===== src/rtl/axi_reg_slice_if.sv =====
// AXI4 bundle (AW, W, B, AR, R) shared by both sides of the register slice.
// "slave" is the view of a block that receives requests; "master" issues them.
interface axi_reg_slice_if #(
   parameter int ID_WIDTH   = 10,
   parameter int ADDR_WIDTH = 64,
   parameter int DATA_WIDTH = 64,
   parameter int USER_WIDTH = 6
);
   // write address
   logic [ID_WIDTH-1:0]     awid;
   logic [ADDR_WIDTH-1:0]   awaddr;
   logic [7:0]              awlen;
   logic [2:0]              awsize;
   logic [1:0]              awburst;
   logic                    awlock;
   logic [3:0]              awcache;
   logic [2:0]              awprot;
   logic [3:0]              awregion;
   logic [3:0]              awqos;
   logic [USER_WIDTH-1:0]   awuser;
   logic                    awvalid;
   logic                    awready;
   // write data
   logic [DATA_WIDTH-1:0]   wdata;
   logic [DATA_WIDTH/8-1:0] wstrb;
   logic                    wlast;
   logic [USER_WIDTH-1:0]   wuser;
   logic                    wvalid;
   logic                    wready;
   // write response
   logic [ID_WIDTH-1:0]     bid;
   logic [1:0]              bresp;
   logic [USER_WIDTH-1:0]   buser;
   logic                    bvalid;
   logic                    bready;
   // read address
   logic [ID_WIDTH-1:0]     arid;
   logic [ADDR_WIDTH-1:0]   araddr;
   logic [7:0]              arlen;
   logic [2:0]              arsize;
   logic [1:0]              arburst;
   logic                    arlock;
   logic [3:0]              arcache;
   logic [2:0]              arprot;
   logic [3:0]              arregion;
   logic [3:0]              arqos;
   logic [USER_WIDTH-1:0]   aruser;
   logic                    arvalid;
   logic                    arready;
   // read data
   logic [ID_WIDTH-1:0]     rid;
   logic [DATA_WIDTH-1:0]   rdata;
   logic [1:0]              rresp;
   logic                    rlast;
   logic [USER_WIDTH-1:0]   ruser;
   logic                    rvalid;
   logic                    rready;

   modport slave (
      input  awid, awaddr, awlen, awsize, awburst, awlock, awcache, awprot,
             awregion, awqos, awuser, awvalid,
      output awready,
      input  wdata, wstrb, wlast, wuser, wvalid,
      output wready,
      output bid, bresp, buser, bvalid,
      input  bready,
      input  arid, araddr, arlen, arsize, arburst, arlock, arcache, arprot,
             arregion, arqos, aruser, arvalid,
      output arready,
      output rid, rdata, rresp, rlast, ruser, rvalid,
      input  rready
   );

   modport master (
      output awid, awaddr, awlen, awsize, awburst, awlock, awcache, awprot,
             awregion, awqos, awuser, awvalid,
      input  awready,
      output wdata, wstrb, wlast, wuser, wvalid,
      input  wready,
      input  bid, bresp, buser, bvalid,
      output bready,
      output arid, araddr, arlen, arsize, arburst, arlock, arcache, arprot,
             arregion, arqos, aruser, arvalid,
      input  arready,
      input  rid, rdata, rresp, rlast, ruser, rvalid,
      output rready
   );
endinterface


===== src/rtl/axi_reg_slice.sv =====
// Full AXI4 register slice: five independent two-entry skid buffers that
// break every combinational path between the upstream and downstream ports.

// One channel slice: main + skid register, all outputs straight from flops.
module axi_reg_slice_chan #(
   parameter int WIDTH = 8
) (
   input  logic             clk,
   input  logic             rstn,
   input  logic             in_valid_i,
   output logic             in_ready_o,
   input  logic [WIDTH-1:0] in_data_i,
   output logic             out_valid_o,
   input  logic             out_ready_i,
   output logic [WIDTH-1:0] out_data_o
);
   typedef enum logic [1:0] {EMPTY = 2'd0, ONE = 2'd1, TWO = 2'd2} state_e;

   state_e           state_q, state_d;
   logic             ready_q, valid_q;
   logic [WIDTH-1:0] main_q, main_d;
   logic [WIDTH-1:0] skid_q, skid_d;
   logic             accept, pop;

   // ready_q gates acceptance so valid input is ignored while full and
   // during the first cycle after reset release
   assign accept      = in_valid_i & ready_q;
   assign pop         = valid_q & out_ready_i;
   assign in_ready_o  = ready_q;
   assign out_valid_o = valid_q;
   assign out_data_o  = main_q;

   // next-state and register load selection
   always_comb begin
      state_d = state_q;
      main_d  = main_q;
      skid_d  = skid_q;
      case (state_q)
         EMPTY: begin
            if (accept) begin
               state_d = ONE;
               main_d  = in_data_i;
            end
         end
         ONE: begin
            if (accept && !pop) begin
               state_d = TWO;
               skid_d  = in_data_i;
            end else if (!accept && pop) begin
               state_d = EMPTY;
            end else if (accept && pop) begin
               main_d  = in_data_i;
            end
         end
         TWO: begin
            if (pop) begin
               state_d = ONE;
               main_d  = skid_q;
            end
         end
         default: state_d = EMPTY;
      endcase
   end

   // state and handshake flops; ready/valid are precomputed from next state
   always_ff @(posedge clk or negedge rstn) begin
      if (!rstn) begin
         state_q <= EMPTY;
         ready_q <= 1'b0;
         valid_q <= 1'b0;
      end else begin
         state_q <= state_d;
         ready_q <= (state_d != TWO);
         valid_q <= (state_d != EMPTY);
      end
   end

   // payload registers, cleared so reset shows zeros on the bus
   always_ff @(posedge clk or negedge rstn) begin
      if (!rstn) begin
         main_q <= '0;
         skid_q <= '0;
      end else begin
         main_q <= main_d;
         skid_q <= skid_d;
      end
   end
endmodule

module axi_reg_slice #(
   parameter int ID_WIDTH   = 10,
   parameter int ADDR_WIDTH = 64,
   parameter int DATA_WIDTH = 64,
   parameter int USER_WIDTH = 6
) (
   input  logic            clk,
   input  logic            rstn,
   axi_reg_slice_if.slave  s_axi,
   axi_reg_slice_if.master m_axi
);
   // bundle widths: AW/AR = id+addr+len8+size3+burst2+lock1+cache4+prot3+region4+qos4+user
   localparam int AXW = ID_WIDTH + ADDR_WIDTH + 29 + USER_WIDTH;
   localparam int WW  = DATA_WIDTH + DATA_WIDTH/8 + 1 + USER_WIDTH;
   localparam int BW  = ID_WIDTH + 2 + USER_WIDTH;
   localparam int RW  = ID_WIDTH + DATA_WIDTH + 3 + USER_WIDTH;

   logic [AXW-1:0] aw_in, aw_out, ar_in, ar_out;
   logic [WW-1:0]  w_in, w_out;
   logic [BW-1:0]  b_in, b_out;
   logic [RW-1:0]  r_in, r_out;

   assign aw_in = {s_axi.awid, s_axi.awaddr, s_axi.awlen, s_axi.awsize, s_axi.awburst,
                   s_axi.awlock, s_axi.awcache, s_axi.awprot, s_axi.awregion,
                   s_axi.awqos, s_axi.awuser};
   assign {m_axi.awid, m_axi.awaddr, m_axi.awlen, m_axi.awsize, m_axi.awburst,
           m_axi.awlock, m_axi.awcache, m_axi.awprot, m_axi.awregion,
           m_axi.awqos, m_axi.awuser} = aw_out;

   assign w_in = {s_axi.wdata, s_axi.wstrb, s_axi.wlast, s_axi.wuser};
   assign {m_axi.wdata, m_axi.wstrb, m_axi.wlast, m_axi.wuser} = w_out;

   assign b_in = {m_axi.bid, m_axi.bresp, m_axi.buser};
   assign {s_axi.bid, s_axi.bresp, s_axi.buser} = b_out;

   assign ar_in = {s_axi.arid, s_axi.araddr, s_axi.arlen, s_axi.arsize, s_axi.arburst,
                   s_axi.arlock, s_axi.arcache, s_axi.arprot, s_axi.arregion,
                   s_axi.arqos, s_axi.aruser};
   assign {m_axi.arid, m_axi.araddr, m_axi.arlen, m_axi.arsize, m_axi.arburst,
           m_axi.arlock, m_axi.arcache, m_axi.arprot, m_axi.arregion,
           m_axi.arqos, m_axi.aruser} = ar_out;

   assign r_in = {m_axi.rid, m_axi.rdata, m_axi.rresp, m_axi.rlast, m_axi.ruser};
   assign {s_axi.rid, s_axi.rdata, s_axi.rresp, s_axi.rlast, s_axi.ruser} = r_out;

   axi_reg_slice_chan #(.WIDTH(AXW)) u_aw (
      .clk(clk), .rstn(rstn),
      .in_valid_i(s_axi.awvalid), .in_ready_o(s_axi.awready), .in_data_i(aw_in),
      .out_valid_o(m_axi.awvalid), .out_ready_i(m_axi.awready), .out_data_o(aw_out));

   axi_reg_slice_chan #(.WIDTH(WW)) u_w (
      .clk(clk), .rstn(rstn),
      .in_valid_i(s_axi.wvalid), .in_ready_o(s_axi.wready), .in_data_i(w_in),
      .out_valid_o(m_axi.wvalid), .out_ready_i(m_axi.wready), .out_data_o(w_out));

   axi_reg_slice_chan #(.WIDTH(BW)) u_b (
      .clk(clk), .rstn(rstn),
      .in_valid_i(m_axi.bvalid), .in_ready_o(m_axi.bready), .in_data_i(b_in),
      .out_valid_o(s_axi.bvalid), .out_ready_i(s_axi.bready), .out_data_o(b_out));

   axi_reg_slice_chan #(.WIDTH(AXW)) u_ar (
      .clk(clk), .rstn(rstn),
      .in_valid_i(s_axi.arvalid), .in_ready_o(s_axi.arready), .in_data_i(ar_in),
      .out_valid_o(m_axi.arvalid), .out_ready_i(m_axi.arready), .out_data_o(ar_out));

   axi_reg_slice_chan #(.WIDTH(RW)) u_r (
      .clk(clk), .rstn(rstn),
      .in_valid_i(m_axi.rvalid), .in_ready_o(m_axi.rready), .in_data_i(r_in),
      .out_valid_o(s_axi.rvalid), .out_ready_i(s_axi.rready), .out_data_o(r_out));
endmodule


===== src/flat_wrapper.sv =====
// flat-port wrapper written by rule: the top's interface ports become plain ports
module axi_reg_slice_flat 
#(
   parameter int ID_WIDTH   = 10,
   parameter int ADDR_WIDTH = 64,
   parameter int DATA_WIDTH = 64,
   parameter int USER_WIDTH = 6
)
  (clk, rstn, s_axi_awid, s_axi_awaddr, s_axi_awlen, s_axi_awsize, s_axi_awburst, s_axi_awlock, s_axi_awcache, s_axi_awprot, s_axi_awregion, s_axi_awqos, s_axi_awuser, s_axi_awvalid, s_axi_awready, s_axi_wdata, s_axi_wstrb, s_axi_wlast, s_axi_wuser, s_axi_wvalid, s_axi_wready, s_axi_bid, s_axi_bresp, s_axi_buser, s_axi_bvalid, s_axi_bready, s_axi_arid, s_axi_araddr, s_axi_arlen, s_axi_arsize, s_axi_arburst, s_axi_arlock, s_axi_arcache, s_axi_arprot, s_axi_arregion, s_axi_arqos, s_axi_aruser, s_axi_arvalid, s_axi_arready, s_axi_rid, s_axi_rdata, s_axi_rresp, s_axi_rlast, s_axi_ruser, s_axi_rvalid, s_axi_rready, m_axi_awid, m_axi_awaddr, m_axi_awlen, m_axi_awsize, m_axi_awburst, m_axi_awlock, m_axi_awcache, m_axi_awprot, m_axi_awregion, m_axi_awqos, m_axi_awuser, m_axi_awvalid, m_axi_awready, m_axi_wdata, m_axi_wstrb, m_axi_wlast, m_axi_wuser, m_axi_wvalid, m_axi_wready, m_axi_bid, m_axi_bresp, m_axi_buser, m_axi_bvalid, m_axi_bready, m_axi_arid, m_axi_araddr, m_axi_arlen, m_axi_arsize, m_axi_arburst, m_axi_arlock, m_axi_arcache, m_axi_arprot, m_axi_arregion, m_axi_arqos, m_axi_aruser, m_axi_arvalid, m_axi_arready, m_axi_rid, m_axi_rdata, m_axi_rresp, m_axi_rlast, m_axi_ruser, m_axi_rvalid, m_axi_rready);
  axi_reg_slice_if #(.ID_WIDTH(ID_WIDTH), .ADDR_WIDTH(ADDR_WIDTH), .DATA_WIDTH(DATA_WIDTH), .USER_WIDTH(USER_WIDTH)) s_axi_i ();
  axi_reg_slice_if #(.ID_WIDTH(ID_WIDTH), .ADDR_WIDTH(ADDR_WIDTH), .DATA_WIDTH(DATA_WIDTH), .USER_WIDTH(USER_WIDTH)) m_axi_i ();
  input  logic clk;
  input  logic rstn;
  input wire logic [$bits(s_axi_i.awid)-1:0] s_axi_awid;
  input wire logic [$bits(s_axi_i.awaddr)-1:0] s_axi_awaddr;
  input wire logic [$bits(s_axi_i.awlen)-1:0] s_axi_awlen;
  input wire logic [$bits(s_axi_i.awsize)-1:0] s_axi_awsize;
  input wire logic [$bits(s_axi_i.awburst)-1:0] s_axi_awburst;
  input wire logic [$bits(s_axi_i.awlock)-1:0] s_axi_awlock;
  input wire logic [$bits(s_axi_i.awcache)-1:0] s_axi_awcache;
  input wire logic [$bits(s_axi_i.awprot)-1:0] s_axi_awprot;
  input wire logic [$bits(s_axi_i.awregion)-1:0] s_axi_awregion;
  input wire logic [$bits(s_axi_i.awqos)-1:0] s_axi_awqos;
  input wire logic [$bits(s_axi_i.awuser)-1:0] s_axi_awuser;
  input wire logic [$bits(s_axi_i.awvalid)-1:0] s_axi_awvalid;
  output wire logic [$bits(s_axi_i.awready)-1:0] s_axi_awready;
  input wire logic [$bits(s_axi_i.wdata)-1:0] s_axi_wdata;
  input wire logic [$bits(s_axi_i.wstrb)-1:0] s_axi_wstrb;
  input wire logic [$bits(s_axi_i.wlast)-1:0] s_axi_wlast;
  input wire logic [$bits(s_axi_i.wuser)-1:0] s_axi_wuser;
  input wire logic [$bits(s_axi_i.wvalid)-1:0] s_axi_wvalid;
  output wire logic [$bits(s_axi_i.wready)-1:0] s_axi_wready;
  output wire logic [$bits(s_axi_i.bid)-1:0] s_axi_bid;
  output wire logic [$bits(s_axi_i.bresp)-1:0] s_axi_bresp;
  output wire logic [$bits(s_axi_i.buser)-1:0] s_axi_buser;
  output wire logic [$bits(s_axi_i.bvalid)-1:0] s_axi_bvalid;
  input wire logic [$bits(s_axi_i.bready)-1:0] s_axi_bready;
  input wire logic [$bits(s_axi_i.arid)-1:0] s_axi_arid;
  input wire logic [$bits(s_axi_i.araddr)-1:0] s_axi_araddr;
  input wire logic [$bits(s_axi_i.arlen)-1:0] s_axi_arlen;
  input wire logic [$bits(s_axi_i.arsize)-1:0] s_axi_arsize;
  input wire logic [$bits(s_axi_i.arburst)-1:0] s_axi_arburst;
  input wire logic [$bits(s_axi_i.arlock)-1:0] s_axi_arlock;
  input wire logic [$bits(s_axi_i.arcache)-1:0] s_axi_arcache;
  input wire logic [$bits(s_axi_i.arprot)-1:0] s_axi_arprot;
  input wire logic [$bits(s_axi_i.arregion)-1:0] s_axi_arregion;
  input wire logic [$bits(s_axi_i.arqos)-1:0] s_axi_arqos;
  input wire logic [$bits(s_axi_i.aruser)-1:0] s_axi_aruser;
  input wire logic [$bits(s_axi_i.arvalid)-1:0] s_axi_arvalid;
  output wire logic [$bits(s_axi_i.arready)-1:0] s_axi_arready;
  output wire logic [$bits(s_axi_i.rid)-1:0] s_axi_rid;
  output wire logic [$bits(s_axi_i.rdata)-1:0] s_axi_rdata;
  output wire logic [$bits(s_axi_i.rresp)-1:0] s_axi_rresp;
  output wire logic [$bits(s_axi_i.rlast)-1:0] s_axi_rlast;
  output wire logic [$bits(s_axi_i.ruser)-1:0] s_axi_ruser;
  output wire logic [$bits(s_axi_i.rvalid)-1:0] s_axi_rvalid;
  input wire logic [$bits(s_axi_i.rready)-1:0] s_axi_rready;
  output wire logic [$bits(m_axi_i.awid)-1:0] m_axi_awid;
  output wire logic [$bits(m_axi_i.awaddr)-1:0] m_axi_awaddr;
  output wire logic [$bits(m_axi_i.awlen)-1:0] m_axi_awlen;
  output wire logic [$bits(m_axi_i.awsize)-1:0] m_axi_awsize;
  output wire logic [$bits(m_axi_i.awburst)-1:0] m_axi_awburst;
  output wire logic [$bits(m_axi_i.awlock)-1:0] m_axi_awlock;
  output wire logic [$bits(m_axi_i.awcache)-1:0] m_axi_awcache;
  output wire logic [$bits(m_axi_i.awprot)-1:0] m_axi_awprot;
  output wire logic [$bits(m_axi_i.awregion)-1:0] m_axi_awregion;
  output wire logic [$bits(m_axi_i.awqos)-1:0] m_axi_awqos;
  output wire logic [$bits(m_axi_i.awuser)-1:0] m_axi_awuser;
  output wire logic [$bits(m_axi_i.awvalid)-1:0] m_axi_awvalid;
  input wire logic [$bits(m_axi_i.awready)-1:0] m_axi_awready;
  output wire logic [$bits(m_axi_i.wdata)-1:0] m_axi_wdata;
  output wire logic [$bits(m_axi_i.wstrb)-1:0] m_axi_wstrb;
  output wire logic [$bits(m_axi_i.wlast)-1:0] m_axi_wlast;
  output wire logic [$bits(m_axi_i.wuser)-1:0] m_axi_wuser;
  output wire logic [$bits(m_axi_i.wvalid)-1:0] m_axi_wvalid;
  input wire logic [$bits(m_axi_i.wready)-1:0] m_axi_wready;
  input wire logic [$bits(m_axi_i.bid)-1:0] m_axi_bid;
  input wire logic [$bits(m_axi_i.bresp)-1:0] m_axi_bresp;
  input wire logic [$bits(m_axi_i.buser)-1:0] m_axi_buser;
  input wire logic [$bits(m_axi_i.bvalid)-1:0] m_axi_bvalid;
  output wire logic [$bits(m_axi_i.bready)-1:0] m_axi_bready;
  output wire logic [$bits(m_axi_i.arid)-1:0] m_axi_arid;
  output wire logic [$bits(m_axi_i.araddr)-1:0] m_axi_araddr;
  output wire logic [$bits(m_axi_i.arlen)-1:0] m_axi_arlen;
  output wire logic [$bits(m_axi_i.arsize)-1:0] m_axi_arsize;
  output wire logic [$bits(m_axi_i.arburst)-1:0] m_axi_arburst;
  output wire logic [$bits(m_axi_i.arlock)-1:0] m_axi_arlock;
  output wire logic [$bits(m_axi_i.arcache)-1:0] m_axi_arcache;
  output wire logic [$bits(m_axi_i.arprot)-1:0] m_axi_arprot;
  output wire logic [$bits(m_axi_i.arregion)-1:0] m_axi_arregion;
  output wire logic [$bits(m_axi_i.arqos)-1:0] m_axi_arqos;
  output wire logic [$bits(m_axi_i.aruser)-1:0] m_axi_aruser;
  output wire logic [$bits(m_axi_i.arvalid)-1:0] m_axi_arvalid;
  input wire logic [$bits(m_axi_i.arready)-1:0] m_axi_arready;
  input wire logic [$bits(m_axi_i.rid)-1:0] m_axi_rid;
  input wire logic [$bits(m_axi_i.rdata)-1:0] m_axi_rdata;
  input wire logic [$bits(m_axi_i.rresp)-1:0] m_axi_rresp;
  input wire logic [$bits(m_axi_i.rlast)-1:0] m_axi_rlast;
  input wire logic [$bits(m_axi_i.ruser)-1:0] m_axi_ruser;
  input wire logic [$bits(m_axi_i.rvalid)-1:0] m_axi_rvalid;
  output wire logic [$bits(m_axi_i.rready)-1:0] m_axi_rready;
  assign s_axi_i.awid = s_axi_awid;
  assign s_axi_i.awaddr = s_axi_awaddr;
  assign s_axi_i.awlen = s_axi_awlen;
  assign s_axi_i.awsize = s_axi_awsize;
  assign s_axi_i.awburst = s_axi_awburst;
  assign s_axi_i.awlock = s_axi_awlock;
  assign s_axi_i.awcache = s_axi_awcache;
  assign s_axi_i.awprot = s_axi_awprot;
  assign s_axi_i.awregion = s_axi_awregion;
  assign s_axi_i.awqos = s_axi_awqos;
  assign s_axi_i.awuser = s_axi_awuser;
  assign s_axi_i.awvalid = s_axi_awvalid;
  assign s_axi_awready = s_axi_i.awready;
  assign s_axi_i.wdata = s_axi_wdata;
  assign s_axi_i.wstrb = s_axi_wstrb;
  assign s_axi_i.wlast = s_axi_wlast;
  assign s_axi_i.wuser = s_axi_wuser;
  assign s_axi_i.wvalid = s_axi_wvalid;
  assign s_axi_wready = s_axi_i.wready;
  assign s_axi_bid = s_axi_i.bid;
  assign s_axi_bresp = s_axi_i.bresp;
  assign s_axi_buser = s_axi_i.buser;
  assign s_axi_bvalid = s_axi_i.bvalid;
  assign s_axi_i.bready = s_axi_bready;
  assign s_axi_i.arid = s_axi_arid;
  assign s_axi_i.araddr = s_axi_araddr;
  assign s_axi_i.arlen = s_axi_arlen;
  assign s_axi_i.arsize = s_axi_arsize;
  assign s_axi_i.arburst = s_axi_arburst;
  assign s_axi_i.arlock = s_axi_arlock;
  assign s_axi_i.arcache = s_axi_arcache;
  assign s_axi_i.arprot = s_axi_arprot;
  assign s_axi_i.arregion = s_axi_arregion;
  assign s_axi_i.arqos = s_axi_arqos;
  assign s_axi_i.aruser = s_axi_aruser;
  assign s_axi_i.arvalid = s_axi_arvalid;
  assign s_axi_arready = s_axi_i.arready;
  assign s_axi_rid = s_axi_i.rid;
  assign s_axi_rdata = s_axi_i.rdata;
  assign s_axi_rresp = s_axi_i.rresp;
  assign s_axi_rlast = s_axi_i.rlast;
  assign s_axi_ruser = s_axi_i.ruser;
  assign s_axi_rvalid = s_axi_i.rvalid;
  assign s_axi_i.rready = s_axi_rready;
  assign m_axi_awid = m_axi_i.awid;
  assign m_axi_awaddr = m_axi_i.awaddr;
  assign m_axi_awlen = m_axi_i.awlen;
  assign m_axi_awsize = m_axi_i.awsize;
  assign m_axi_awburst = m_axi_i.awburst;
  assign m_axi_awlock = m_axi_i.awlock;
  assign m_axi_awcache = m_axi_i.awcache;
  assign m_axi_awprot = m_axi_i.awprot;
  assign m_axi_awregion = m_axi_i.awregion;
  assign m_axi_awqos = m_axi_i.awqos;
  assign m_axi_awuser = m_axi_i.awuser;
  assign m_axi_awvalid = m_axi_i.awvalid;
  assign m_axi_i.awready = m_axi_awready;
  assign m_axi_wdata = m_axi_i.wdata;
  assign m_axi_wstrb = m_axi_i.wstrb;
  assign m_axi_wlast = m_axi_i.wlast;
  assign m_axi_wuser = m_axi_i.wuser;
  assign m_axi_wvalid = m_axi_i.wvalid;
  assign m_axi_i.wready = m_axi_wready;
  assign m_axi_i.bid = m_axi_bid;
  assign m_axi_i.bresp = m_axi_bresp;
  assign m_axi_i.buser = m_axi_buser;
  assign m_axi_i.bvalid = m_axi_bvalid;
  assign m_axi_bready = m_axi_i.bready;
  assign m_axi_arid = m_axi_i.arid;
  assign m_axi_araddr = m_axi_i.araddr;
  assign m_axi_arlen = m_axi_i.arlen;
  assign m_axi_arsize = m_axi_i.arsize;
  assign m_axi_arburst = m_axi_i.arburst;
  assign m_axi_arlock = m_axi_i.arlock;
  assign m_axi_arcache = m_axi_i.arcache;
  assign m_axi_arprot = m_axi_i.arprot;
  assign m_axi_arregion = m_axi_i.arregion;
  assign m_axi_arqos = m_axi_i.arqos;
  assign m_axi_aruser = m_axi_i.aruser;
  assign m_axi_arvalid = m_axi_i.arvalid;
  assign m_axi_i.arready = m_axi_arready;
  assign m_axi_i.rid = m_axi_rid;
  assign m_axi_i.rdata = m_axi_rdata;
  assign m_axi_i.rresp = m_axi_rresp;
  assign m_axi_i.rlast = m_axi_rlast;
  assign m_axi_i.ruser = m_axi_ruser;
  assign m_axi_i.rvalid = m_axi_rvalid;
  assign m_axi_rready = m_axi_i.rready;
  axi_reg_slice #(.ID_WIDTH(ID_WIDTH), .ADDR_WIDTH(ADDR_WIDTH), .DATA_WIDTH(DATA_WIDTH), .USER_WIDTH(USER_WIDTH)) u_core (.clk(clk), .rstn(rstn), .s_axi(s_axi_i), .m_axi(m_axi_i));
endmodule

===== config.mk =====
export PLATFORM = sky130hd
export DESIGN_NAME = axi_reg_slice_flat
export DESIGN_NICKNAME = d
export VERILOG_FILES = /design/src/rtl/axi_reg_slice_if.sv /design/src/rtl/axi_reg_slice.sv /design/src/flat_wrapper.sv
export SDC_FILE = /design/constraint.sdc
export NUM_CORES = 1
export LEC_CHECK = 0
export BUFFER_PORTS_ARGS = -buffer_cell sky130_fd_sc_hd__buf_2
export CELL_PAD_IN_SITES_DETAIL_PLACEMENT = 0
export CELL_PAD_IN_SITES_GLOBAL_PLACEMENT = 1
export CORE_AREA = 3 3 321 323
export CTS_BUF_LIST = sky130_fd_sc_hd__clkbuf_8
export DETAILED_ROUTE_END_ITERATION = 10
export DIE_AREA = 0 0 324 326
export PLACE_DENSITY = 0.71
export SETUP_SLACK_MARGIN = 0.3
export SLEW_MARGIN = 0
export SYNTH_ARGS = -nofsm -noshare
export SYNTH_HDL_FRONTEND = slang
export SYNTH_HIERARCHICAL = 1
export SYNTH_SLANG_ARGS = --single-unit

===== constraint.sdc =====
create_clock -name clk -period 2.2 [get_ports clk]
set_clock_uncertainty 0.15 [all_clocks]
set_input_delay 0.11 -clock clk [delete_from_list [all_inputs] [get_ports clk]]
set_output_delay 0.11 -clock clk [all_outputs]
set_load 0.005 [all_outputs]

# [Word level (Yosys, flattened, before mapping)]
# Cells that the tools add are included.
[op_classes] bitwise_logic=10 n_mux=55 eq_ne=40 n_reduce_logical=50
[op_table] cell="$mux 109" n=10
[op_table] cell="$pmux 109 s3" n=2
[op_table] cell="$mux 83" n=5
[op_table] cell="$mux 79" n=5
[op_table] cell="$pmux 83 s3" n=1
[op_table] cell="$pmux 79 s3" n=1
[op_table] cell="$mux 18" n=5
[op_table] cell="$ne 2x2->1 const B" n=30
[op_table] cell="$pmux 18 s3" n=1
[op_table] cell="$mux 2" n=20
[op_table] cell="$pmux 2 s3" n=5
[op_table] cell="$reduce_and 6->1" n=5
[op_table] cell="$logic_and 1x1->1" n=15
[op_table] cell="$reduce_bool 3->1" n=5
[op_table] cell="$and 1x1->1" n=10
[op_table] cell="$eq 2x1->1 const B" n=5
[op_table] cell="$eq 2x2->1 const B" n=5
[op_table] cell="$logic_not 1->1" n=10
[op_table] cell="$logic_not 2->1" n=5
[op_table] cell="$reduce_and 2->1" n=5
[op_table] cell="$reduce_bool 2->1" n=5
[totals] wordCells=180 input_bits=410 output_inout_bits=408 ff_bits=816

# [Logic depth before layout (Yosys ltp)]
# Gate-level depths: netlist of run 1.
[logic_depth] word_depth=7 ltp_mapped=8 mapped_depth_nobuf=4

# [Cells and area by module]
# The synthesis of run 1 kept the hierarchy.
[by_module_without_submodules] module="axi_reg_slice_chan at u_core.u_ar ..." seq_area_each_um2=5555.3 n_inst=2 area_per_inst_um2=9601.7 cells_each=833
[by_module_without_submodules] module="axi_reg_slice_chan at u_core.u_r" seq_area_each_um2=4254.1 n_inst=1 area_per_inst_um2=7422.1 cells_each=639
[by_module_without_submodules] module="axi_reg_slice_chan at u_core.u_w" seq_area_each_um2=4053.9 n_inst=1 area_per_inst_um2=7018.0 cells_each=610
[by_module_without_submodules] module="axi_reg_slice_chan at u_core.u_b" seq_area_each_um2=1001.0 n_inst=1 area_per_inst_um2=1863.0 cells_each=111

# [Worst setup path after synthesis of run 1]
# No wires, ideal clock.
[synth_path] path_type="flip-flop to flip-flop" start="reg u_core.u_w.state_q[0]" end="reg u_core.u_w.main_q[28], in the netlist u_core/u_w/out_data_o[28]" synth_period_minus_slack_ns=1.883 arrival_ns=1.606 path_stages_with_launch=9 required_ns=1.923 n_path_buf=4 setup_slack_ns=0.317 setup_time_ns=0.127 path_cell_list="dfrtp_1 -> buf_2 -> nand2b_1 -> buf_4 -> o21ai_2 -> a31oi_4 -> buf_6 -> buf_6 -> mux2_1"
[synth_via] elab_chain_cells=3 elab_cells_between_ends=11 classes_between="7 x eq/ne; 1 x mux; 3 x reduce/logical"
[synth_rtl] element="from (decl)" line_no="axi_reg_slice.sv:19" rtl="state_e state_q, state_d;"
[synth_rtl] element="from (signal assigned)" line_no="axi_reg_slice.sv:72" rtl="state_q <= state_d;"
[synth_rtl] element="$eq 2x1->1, or another cell as far along" line_no="axi_reg_slice.sv:38" rtl="case (state_q)"
[synth_rtl] element="$ne 2x2->1 (no source line) or $reduce_bool 3->1 (tied branches)"
[synth_rtl] element="$reduce_and 6->1 (no source line)"
[synth_rtl] element="to (signal assigned)" line_no="axi_reg_slice.sv:84" rtl="main_q <= main_d;"
[synth_rtl] element="to (decl)" line_no="axi_reg_slice.sv:21" rtl="logic [WIDTH-1:0] main_q, main_d;"
# Several ways; a longest one is shown, not always the timed one.
# A chain may end at the register's enable or synchronous reset.

# [Worst setup path in the final report of run 1]
[layout_path] start="reg u_core.u_aw.state_q[1]" end="reg u_core.u_aw.main_q[51], in the netlist u_core/u_aw/out_data_o[51]"
[layout_via] elab_chain_cells=3 elab_cells_between_ends=11 classes_between="7 x eq/ne; 1 x mux; 3 x reduce/logical"
[layout_rtl] element="from (decl)" line_no="axi_reg_slice.sv:19"
[layout_rtl] element="from (signal assigned)" line_no="axi_reg_slice.sv:72"
[layout_rtl] element="$eq 2x1->1, or another cell as far along" line_no="axi_reg_slice.sv:38"
[layout_rtl] element="$ne 2x2->1 (no source line) or $reduce_bool 3->1 (tied branches)"
[layout_rtl] element="$reduce_and 6->1 (no source line)"
[layout_rtl] element="to (signal assigned)" line_no="axi_reg_slice.sv:84"
[layout_rtl] element="to (decl)" line_no="axi_reg_slice.sv:21"
# Several ways; a longest one is shown, not always the timed one.

==> implementation parameters, run 1 <==
Parameter                              Value

Floorplanning
  Vertical die dimension    approximately 330 um
  Horiz. Die Dim    between 300 and 400 um
  Placeable core area    approximately 100,000 um^2
  # IOs    ~820
  Effective utilization at floorplan    0.3545
  Area enclosed by the die boundary    between 100,000 and 150,000 um^2
  Placement Rows    between 100 and 150

Timing
  PnR worst setup slack    between 300 and 400 ps
  Total count of hold-check failures in the final report    0
  Minimum clock period after layout    between 1500 and 2000 ps
  TNS Setup    0 ps
  Post-route fraction of the period consumed by the critical path    0.8565
  Slew Limit Headroom    0.5762
  Setup repair after global routing missed its margin    true
  Slew @ Worst Pin    635.7 ps
  Fin. max-slew vios    0
  Max frequency    around 530 MHz
  Number of endpoints failing setup at the final stage    0

Setup path
  Launching element of the worst setup path    u_core/u_aw/state_q[1]
  Critical path data required time    roughly 2700 ps
  Source of the worst register-to-register timing path    u_core/u_aw/state_q[1]
  R2R depth    6
  Sequence of cells on the critical path    nand2b_4, o21ai_2, a31oi_4, buf_12, buf_16, mux2_2
  Cell type of the slowest stage on the worst timing path    dfrtp_1
  Crit path largest cell delay    470 ps
  Critical path type    flip-flop to flip-flop
  Worst-path fanout max    25
  Signal arrival time at the worst endpoint    2390 ps
  Setup crit end kind    flip-flop
  Crit path launch type    flip-flop

Power and ir drop
  Cell internal pwr    approximately 44 mW
  Power share of the clock group    0.199
  Part of the power in combinational logic    0.395
  Sequential Power Share    0.406
  Worst supply voltage drop on vdd    around 0.0007 V
  Leakage power    about 26 nW
  Cell Pwr Density    between 1000 and 1500 nW/um^2
  Switching power share of the total    0.3317
  Sw Pwr    21.97 mW

Flow run
  Max-cap violations    0

Yosys
  Number of warnings printed during yosys synthesis    6
  Synth cell types    37
  Top flip-flop cell by instance count after synthesis    dfrtp_1
  Syn Nets    3,436
  Count of flip-flops with a built-in enable after synthesis    0
  Netlist area before placement    between 30,000 and 40,000 um^2
  Sequential cell area fraction in the yosys report    0.5751
  Number of storage elements in the synthesis netlist    816
  Post-Syn Area per Cell    11.73 um^2
  Async set-reset flop share out of synthesis    1.000
  Cells after synthesis    3,026

Hold path
  Start point of the worst min-delay path    s_axi_wdata[49]
  Hold/Removal Path Class    input pin to flip-flop
  Cell count of the worst hold path    5

Routing
  Number of iterations in the first detailed-routing pass    5
  Number of design rule violations left after detail routing    0
  Number of DRC markers in iteration 0    roughly 1,300
  Routed via count    roughly 29,000
  Total Wirelength    ~110,000 um
  Vias per cell    between 4 and 5
  Remaining antenna violation count    0
  Routed wire length per instance    about 18 um

Place
  HPWL after detailed placement    between 70,000 and 80,000 um
  Post-Place Setup Slack    around 160 ps
  Number of buffer cells added on primary ports    between 800 and 900
  Total instance count after detailed placement    approximately 5,100
  Gp weighted congestion    a little under 0.8

Cells and area
  Area of all sequential standard cells    about 20,000 um^2
  Layout cell share with drive strength beyond 1    0.3856
  Area growth, synth to finish    49.13%
  Number of cells in the finished layout apart from fillers    6,154
  Final net count    5,163
  Fill cell total of the finished layout    about 9,000
  Area of the multi-input gates    14,240 um^2

Clock tree
  Clock buffers created by TritonCTS    145
  Maximum level of the CTS H-tree    4
  Clock tree from TritonCTS    built
  Clock Pin Slew Worst Setup and Hold Paths    around 50 ps
  Number of buffers on the longest clock path    3
  Clock latency of the later-clocked register in the worst-skew pair    around 800 ps
  Root buffer cell    clkbuf_8
  Number of clock sinks    between 800 and 900

Global route
  Initial antenna violation count    14
  Global-route wire length before repair    approximately 170,000 um
  Gr ovfl total    0
  Maximum number of pins on one net before global-route repair    111
  Number of global-route vias before repair    29,972
  GRT Util Overall    0.2069

Outcome
  Result of the run    completed
-- kinds of logic after synthesis --
| family | synth area share |
|---|---|
| buffers and inverters | 0.02858 |
| multiplexers | 0.2602 |
| AO/OA/AOI/OAI | 0.007894 |
| flip-flops | 0.5751 |
| AND/OR/NAND/NOR | 0.1283 |
-- Yosys cell counts (2+ instances only) --
cell | instances | area, um^2
o21a_1 | 4 | 30.03
nor3_1 | 4 | 20.02
a21o_1 | 4 | 30.03
buf_6 | 10 | 112.6
mux2_2 | 692 | 7792
o22ai_1 | 4 | 25.02
buf_2 | 72 | 360.4
clkbuf_1 | 39 | 146.4
and2_1 | 5 | 31.28
mux2_4 | 19 | 285.3
buf_8 | 8 | 120.1
buf_4 | 26 | 195.2
o21ai_0 | 4 | 20.02
nand2b_1 | 4 | 25.02
mux2_1 | 103 | 1160
nor2_1 | 8 | 30.03
buf_1 | 15 | 56.30
nand2_1 | 1153 | 4328
nor2b_1 | 4 | 25.02
dfrtp_1 | 816 | 20420
o21ai_1 | 2 | 10.01
a31oi_1 | 2 | 12.51
o21ai_2 | 2 | 17.52
nand3_1 | 8 | 40.04
a21boi_0 | 5 | 37.54
a31oi_4 | 2 | 42.54
-- final cells by class --
cell class	count	area share
Multi-Input combinational cell	2038	0.2689
Tap cell	1298	0.03067
Sequential cell	816	0.3857
Inverter	1	0.00007089
Clock inverter	79	0.008672
Antenna cell	12	0.0005671
Clock buffer	159	0.04133
Timing Repair Buffer	1751	0.2641
-- state kept, by name, indices dropped and copies added (netlist names), 2 cells and up --
register                count
u_core/u_b/out_data_o      18
u_core/u_aw/out_data_o    109
u_core/u_ar/state_q         2
u_core/u_aw/state_q         2
u_core/u_r/skid_q          83
u_core/u_b/state_q          2
u_core/u_w/skid_q          79
u_core/u_r/out_data_o      83
u_core/u_aw/skid_q        109
u_core/u_ar/out_data_o    109
u_core/u_r/state_q          2
u_core/u_w/out_data_o      79
u_core/u_w/state_q          2
u_core/u_b/skid_q          18
u_core/u_ar/skid_q        109
-- power groups by stage --
stage	Clock [mW]	Sequential [mW]	Combinational [mW]
after global placement	0	26.7	23.9
after detailed placement	0	27.0	24.3
final	13.2	26.9	26.2
after floorplan	0	26.5	14.7
after CTS	13.7	26.8	25.8
after global routing	14.4	27.7	28.5
-- critical path: cells and delay by family (launching register included) --
family	cells	cell delay, ps
AOI/OAI and AO/OA	2	260
buffers and inverters	2	380
DFF	1	470
muxes	1	360
and+or+nand+nor	1	130
-- through the flow --
stage / area, um^2 / power, mW / utilization / hold WS [ps]
5_1_grt: 52940 / 70.60 / 0.5286 / 33.27
3_3_place_gp: 41700 / 50.63 / 0.4164 / -95.99
6_report: 52950 / 66.25 / 0.5287 / 97.18
3_5_place_dp: 41700 / 51.33 / 0.4164 / -92.25
4_1_cts: 52610 / 66.32 / 0.5254 / 0.6468
2_1_floorplan: 35510 / 41.19 / - / -335.6
-- cell usage in the layout, fill, tap and decap left out, types with 2 or more instances in the layout --
| master | count |
|---|---|
| buf_6 | 5 |
| dlygate4sd3_1 | 810 |
| bufinv_16 | 2 |
| mux2_4 | 19 |
| buf_4 | 58 |
| nand3_4 | 5 |
| a21o_1 | 4 |
| nand3_1 | 4 |
| inv_1 | 59 |
| buf_2 | 816 |
| a21boi_0 | 5 |
| clkinv_8 | 4 |
| o21a_1 | 4 |
| clkbuf_8 | 159 |
| buf_8 | 2 |
| o22ai_1 | 4 |
| clkbuf_16 | 5 |
| nor3_2 | 3 |
| and2_1 | 5 |
| clkinv_2 | 4 |
| inv_8 | 2 |
| dfrtp_1 | 812 |
| mux2_2 | 692 |
| dfrtp_2 | 4 |
| nand2_2 | 2 |
| o21ai_2 | 4 |
| nor2b_4 | 5 |
| buf_12 | 49 |
| mux2_1 | 103 |
| a31oi_4 | 4 |
| nor2_1 | 7 |
| buf_16 | 6 |
| nand2_1 | 1151 |
| inv_6 | 4 |
| clkinvlp_4 | 4 |
| nand2b_4 | 3 |
| diode_2 | 12 |
| o21ai_0 | 4 |
-- metal layers --
layer  part of all wire  vias to the layer above  global-route usage  routed length (um)
met4              0.039                        4             0.09045                4411
met5            0.00024                        -                   0                  27
met2               0.49                      813              0.3512               55090
met1               0.39                    14134              0.2389               43880
li1                   -                    13490                   -                   -
met3              0.075                      233             0.06492                8364
-- timing repair --
action,CTS,global route
gates cloned,1,7
resized for setup,5,18
setup endpoints to repair,396,350
hold buffers,811,0
buffers inserted,9,11
pin swaps,4,2
hold endpoints to repair,1632,0
-- worst paths after layout --
check / endpoint / slack, ps
min in group asynchronous: u_core/u_aw/out_data_o[35] / 350
max: u_core/u_aw/out_data_o[51] / 320
min reg2reg: u_core/u_w/out_data_o[37] / 330
max reg2reg: u_core/u_aw/out_data_o[51] / 320
min: u_core/u_w/out_data_o[64] / 100
max in group asynchronous: u_core/u_ar/skid_q[49] / 650
(Power assumes the default switching activity.)
==> run 2, diff against run 1 <==
Settings changed: CELL_PAD_IN_SITES_DETAIL_PLACEMENT 0 to 1.
==> implementation parameters, run 2 (synthesis gave the netlist of run 1 again) <==
Parameter                              Value

Flow run
  Max-cap violations    0

Timing
  Max frequency    between 500 and 600 MHz
  Total count of hold-check failures in the final report    0
  Number of endpoints failing setup at the final stage    0
  Setup repair after global routing missed its margin    true
  Minimum clock period after layout    between 1500 and 2000 ps
  Fin. max-slew vios    0
  Post-route fraction of the period consumed by the critical path    0.9026
  TNS Setup    0 ps
  Slew @ Worst Pin    just over 600 ps
  Slew Limit Headroom    0.5907

Setup path
  Internal reg-to-reg setup slack    approximately 210 ps
  Crit path largest cell delay    490 ps
  Sequence of cells on the critical path    nand2b_4, o21ai_4, a31oi_4, buf_6, buf_12, buf_16, mux2_2
  Setup crit end kind    flip-flop
  Cell type of the slowest stage on the worst timing path    dfrtp_2
  Crit Reg-Reg Endpoint    u_core/u_ar/out_data_o[8]
  Worst-path fanout max    7
  Crit path launch type    flip-flop
  R2R depth    7
  Critical path data required time    about 2700 ps
  Source of the worst register-to-register timing path    u_core/u_ar/state_q[1]
  Buffers plus inverters on the worst setup path    3
  Critical path type    flip-flop to flip-flop
  Launching element of the worst setup path    u_core/u_ar/state_q[1]
  Signal arrival time at the worst endpoint    between 2000 and 3000 ps
  Family with the most delay on the worst path    flip-flops

Global route
  Grt met2 use    0.4965
  Met3 usage    0.07480
  Global-route wire length before repair    223,200 um
  Maximum number of pins on one net before global-route repair    roughly 110
  Initial antenna violation count    35
  GRT Util Overall    0.2751
  Number of global-route vias before repair    between 30,000 and 40,000
  Peak-usage layer in the global routing report    met2
  Gr ovfl total    0
  Global Route met1 Usage    0.2811

Power and ir drop
  Power share of the clock group    0.204
  Sequential Power Share    0.384
  Cell Pwr Density    1359 nW/um^2
  Switching power share of the total    0.3706
  Part of the power in combinational logic    0.411
  Cell internal pwr    46.28 mW
  Worst supply voltage drop on vdd    0.0008572 V
  Sw Pwr    between 20 and 30 mW
  Leakage power    26.52 nW

Cells and area
  Final net count    ~5,200
  Area growth, synth to finish    52.38%
  Layout cell share with drive strength beyond 1    0.3931
  Most common library cell in the layout ignoring fill and taps    nand2_1
  Highest-count cells in the layout ignoring fill and taps    nand2_1, dlygate4sd3_1, buf_2
  Number of cells in the finished layout apart from fillers    a little over 6,000

Floorplanning
  Area enclosed by the die boundary    105,600 um^2
  Placement Rows    116
  Vertical die dimension    between 300 and 400 um
  Placeable core area    100,100 um^2
  # IOs    between 800 and 900
  Effective utilization at floorplan    0.3545
  Horiz. Die Dim    approximately 320 um

Clock tree
  Maximum level of the CTS H-tree    4
  Number of clock sinks    between 800 and 900
  Clock latency of the later-clocked register in the worst-skew pair    ~820 ps
  Clock tree from TritonCTS    built
  Root buffer cell    clkbuf_8
  Clock Pin Slew Worst Setup and Hold Paths    around 60 ps
  Number of buffers on the longest clock path    3
  Clock buffers created by TritonCTS    roughly 150

Outcome
  Result of the run    completed

Routing
  Routed wire length per instance    25.76 um
  Number of iterations in the first detailed-routing pass    4
  Number of design rule violations left after detail routing    0
  Vias per cell    ~5.1
  Total Wirelength    between 150,000 and 200,000 um
  Remaining antenna violation count    0
  Number of DRC markers in iteration 0    1,726
  Routed via count    31,905

Hold path
  Cell count of the worst hold path    5
  Start point of the worst min-delay path    s_axi_awaddr[61]
  Worst hold endpoint    u_core/u_aw/out_data_o[96]
  Hold/Removal Path Class    input pin to flip-flop

Place
  Number of buffer cells added on primary ports    about 820
  Gp weighted congestion    slightly below 0.8
  Total instance count after detailed placement    5,065
  HPWL after detailed placement    79,140 um
[run 2: metrics by stage]
stage	power [mW]	util	setup slack [ps]	hold WS [ps]	area [um^2]
after floorplan	41.19	-	316.6	-335.6	35510
after global placement	50.63	0.4164	173.1	-95.99	41700
after detailed placement	51.82	0.4164	159.5	-93.92	41700
after CTS	68.08	0.5302	259.7	0.5255	53100
after global routing	76.59	0.5401	153.3	40.39	54090
final	73.53	0.5403	214.2	79.23	54110
[run 2: worst max-delay path by stage]
stage | cells after the start | endpoint | slack (ps)
6_report | 7 | u_core/u_ar/out_data_o[8] | 210
5_1_grt | 6 | u_core/u_aw/out_data_o[24] | 150
4_1_cts | 6 | u_core/u_aw/out_data_o[81] | 260
3_5_place_dp | 5 | u_core/u_r/out_data_o[6] | 160
3_3_place_gp | 5 | u_core/u_r/out_data_o[14] | 170
2_1_floorplan | 8 | u_core/u_w/out_data_o[28] | 320
[run 2: power groups by stage]
stage	clock network [mW]	registers, mW	logic [mW]
floorplan	0	26.5	14.7
global placement	0	26.7	23.9
detailed placement	0	27.2	24.6
CTS	14.8	27.0	26.3
global route	15.9	28.8	31.9
finish	15.0	28.3	30.3
[run 2: tightest hold or removal path: cells and delay by family]
| kind | cells | cell delay (ps) |
|---|---|---|
| buffers and inverters | 2 | 620 |
| and+or+nand+nor | 2 | 110 |
| muxes | 1 | 140 |
[run 2: cell type report]
| cell class | instances | area [um^2] |
|---|---|---|
| antenna | 39 | 97.59 |
| clock buffer | 187 | 2574 |
| clock inverter | 79 | 396.6 |
| fill | 10623 | 46040 |
| inverter | 1 | 3.754 |
| multi-input combinational | 2038 | 14520 |
| sequential | 816 | 20430 |
| tap | 1298 | 1624 |
| timing repair buffer | 1781 | 14470 |
[run 2: layer usage]
metal | wire [um] | vias up | share of wire
met5 | 41 | - | 0.00026
met4 | 10840 | 6 | 0.067
met3 | 10640 | 562 | 0.066
met2 | 83480 | 1403 | 0.52
met1 | 55710 | 16329 | 0.35
li1 | - | 13605 | -
[run 2: what timing repair did]
item / 4_1_cts / 5_1_grt
endpoints found under the setup margin: 447 / 600
setup buffers: 12 / 19
cloned: 2 / 14
pin swaps: 4 / 4
resized for setup: 9 / 108
hold buffers: 822 / 0
hold endpoints to repair: 1632 / 0
==> run 3, diff against run 2 <==
Clock period 2.2 ns to 1.85 ns, I/O delays scaled along.
==> implementation parameters, run 3 (synthesis gave the netlist of run 1 again) <==
Parameter                              Value

Outcome
  Result of the run    complete, but fails checks
  Violated checks    negative setup slack

Global route
  Number of global-route vias before repair    roughly 40,000
  Global-route wire length before repair    254,300 um
  Met3 usage    0.08083
  GRT Util Overall    0.3184
  Global Route met1 Usage    0.3174
  Peak-usage layer in the global routing report    met2
  Gr ovfl total    0
  Grt met2 use    0.5721
  Initial antenna violation count    48
  Maximum number of pins on one net before global-route repair    slightly above 80

Floorplanning
  # IOs    between 800 and 900
  Horiz. Die Dim    between 300 and 400 um
  Placeable core area    roughly 100,000 um^2
  Vertical die dimension    326 um
  Area enclosed by the die boundary    approximately 110,000 um^2
  Effective utilization at floorplan    0.3545
  Placement Rows    ~120

Cells and area
  Area growth, synth to finish    66.21%
  Most common library cell in the layout ignoring fill and taps    nand2_1
  Highest-count cells in the layout ignoring fill and taps    nand2_1, buf_2, dlygate4sd3_1
  Layout cell share with drive strength beyond 1    0.4506
  Final net count    5,352

Routing
  Number of design rule violations left after detail routing    0
  Number of DRC markers in iteration 0    about 2,800
  Total Wirelength    ~200,000 um
  Routed wire length per instance    31.24 um
  Number of iterations in the first detailed-routing pass    5
  Routed via count    35,328
  Remaining antenna violation count    0
  Vias per cell    around 5.5

Clock tree
  Clock latency of the later-clocked register in the worst-skew pair    ~850 ps
  Maximum level of the CTS H-tree    4
  Number of buffers on the longest clock path    3
  Number of clock sinks    between 800 and 900
  Clock tree from TritonCTS    built
  Clock buffers created by TritonCTS    147
  Root buffer cell    clkbuf_8
  Clock Pin Slew Worst Setup and Hold Paths    ~70 ps

Setup path
  Setup crit end kind    flip-flop
  Worst-path fanout max    38
  Launching element of the worst setup path    u_core/u_r/state_q[0]
  Crit path launch type    flip-flop
  Source of the worst register-to-register timing path    u_core/u_r/state_q[0]
  Critical path type    flip-flop to flip-flop
  Signal arrival time at the worst endpoint    between 2000 and 3000 ps
  Critical path data required time    between 2000 and 2500 ps

Timing
  Slew @ Worst Pin    493.6 ps
  Number of endpoints failing setup at the final stage    approximately 520
  Total count of hold-check failures in the final report    0
  Fin. max-slew vios    0
  TNS Setup    -45,390 ps
  Post-route fraction of the period consumed by the critical path    1.158
  Setup repair after global routing missed its margin    true
  PnR worst setup slack    -293.1 ps
  Slew Limit Headroom    0.6709
  Max frequency    466.6 MHz
  Worst hold slack    about 110 ps
  Minimum clock period after layout    between 2000 and 2500 ps

Power and ir drop
  Leakage power    29.68 nW
  Cell Pwr Density    1733 nW/um^2
  Worst supply voltage drop on vdd    approximately 0.00097 V

Hold path
  Start point of the worst min-delay path    s_axi_wdata[7]
  Hold/Removal Path Class    input pin to flip-flop

Place
  HPWL after detailed placement    slightly below 80,000 um
  Number of buffer cells added on primary ports    ~800
  Gp weighted congestion    0.7915

Flow run
  Max-cap violations    0
run 3: cell count changes in the layout (fill, tap and decap cells not counted), moves of 35 or more:
cell	before	now
mux2_2	629	472
buf_12	48	95
nand2_2	2	58
buf_16	10	64
nand2_4	1	36
nand2_1	1150	1059
mux2_4	82	334
mux2_1	103	8
run 3: final cells by class:
type                       instances  area (um^2)
clock inverter                    69        412.9
inverter                           1        3.754
fill                           10159        41130
tap                             1298         1624
antenna                           44        110.1
timing repair buffer            1938        17960
sequential                       816        20430
multi-input combinational       2038        15930
clock buffer                     185         2546
run 3: layer usage:
| metal | share of wire | wire length [um] |
|---|---|---|
| met1 | 0.33 | 65910 |
| met2 | 0.50 | 99740 |
| met3 | 0.075 | 14990 |
| met4 | 0.094 | 18840 |
| met5 | 0.00052 | 103 |
run 3: stage by stage:
stage / total power, mW / std cells / worst slack (ps) / util / instance area, um^2
final: 102.3 / 6389 / -293.1 / 0.5893 / 59020
after global routing: 105.0 / 6384 / -309.2 / 0.5892 / 59000
after global placement: 61.83 / 5087 / -16.89 / 0.4229 / 42350
after floorplan: 50.26 / 3026 / 50.42 / - / 35950
after detailed placement: 63.43 / 5087 / -41.20 / 0.4229 / 42350
after CTS: 89.70 / 6278 / -65.96 / 0.5671 / 56800
run 3: worst paths after layout:
kind,cells past startpoint,to,slack (ps)
max in group asynchronous,5,u_core/u_ar/skid_q[1],380
setup reg to reg,7,u_core/u_r/out_data_o[56],-290
setup / recovery,7,u_core/u_r/out_data_o[56],-290
min in group asynchronous,3,u_core/u_w/skid_q[68],230
hold / removal,5,u_core/u_w/out_data_o[22],110
hold reg to reg,1,u_core/u_r/out_data_o[11],350
run 3: worst max-delay path: stages, from the launching register on:
cell     delay, ps
dfrtp_1        420
buf_4          170
buf_4          160
nor2b_4        240
buf_12         260
nand2_1        160
nand2_1        250
mux2_4         260
run 3: repair_timing:
action                     4_1_cts  5_1_grt
gates resized for setup        271      284
setup endpoints to repair     1205     1219
hold buffers                   813        0
hold endpoints to repair      1632        0
setup buffers                   63       35
pin swaps                       23       32
gates cloned                    61       32
run 3: power by group:
group / switching, mW / internal (mW) / leakage (nW)
Clock: 9.39 / 9.31 / 1.68
Combinational: 21.9 / 26.5 / 18.3
Sequential: 7.97 / 27.2 / 9.65
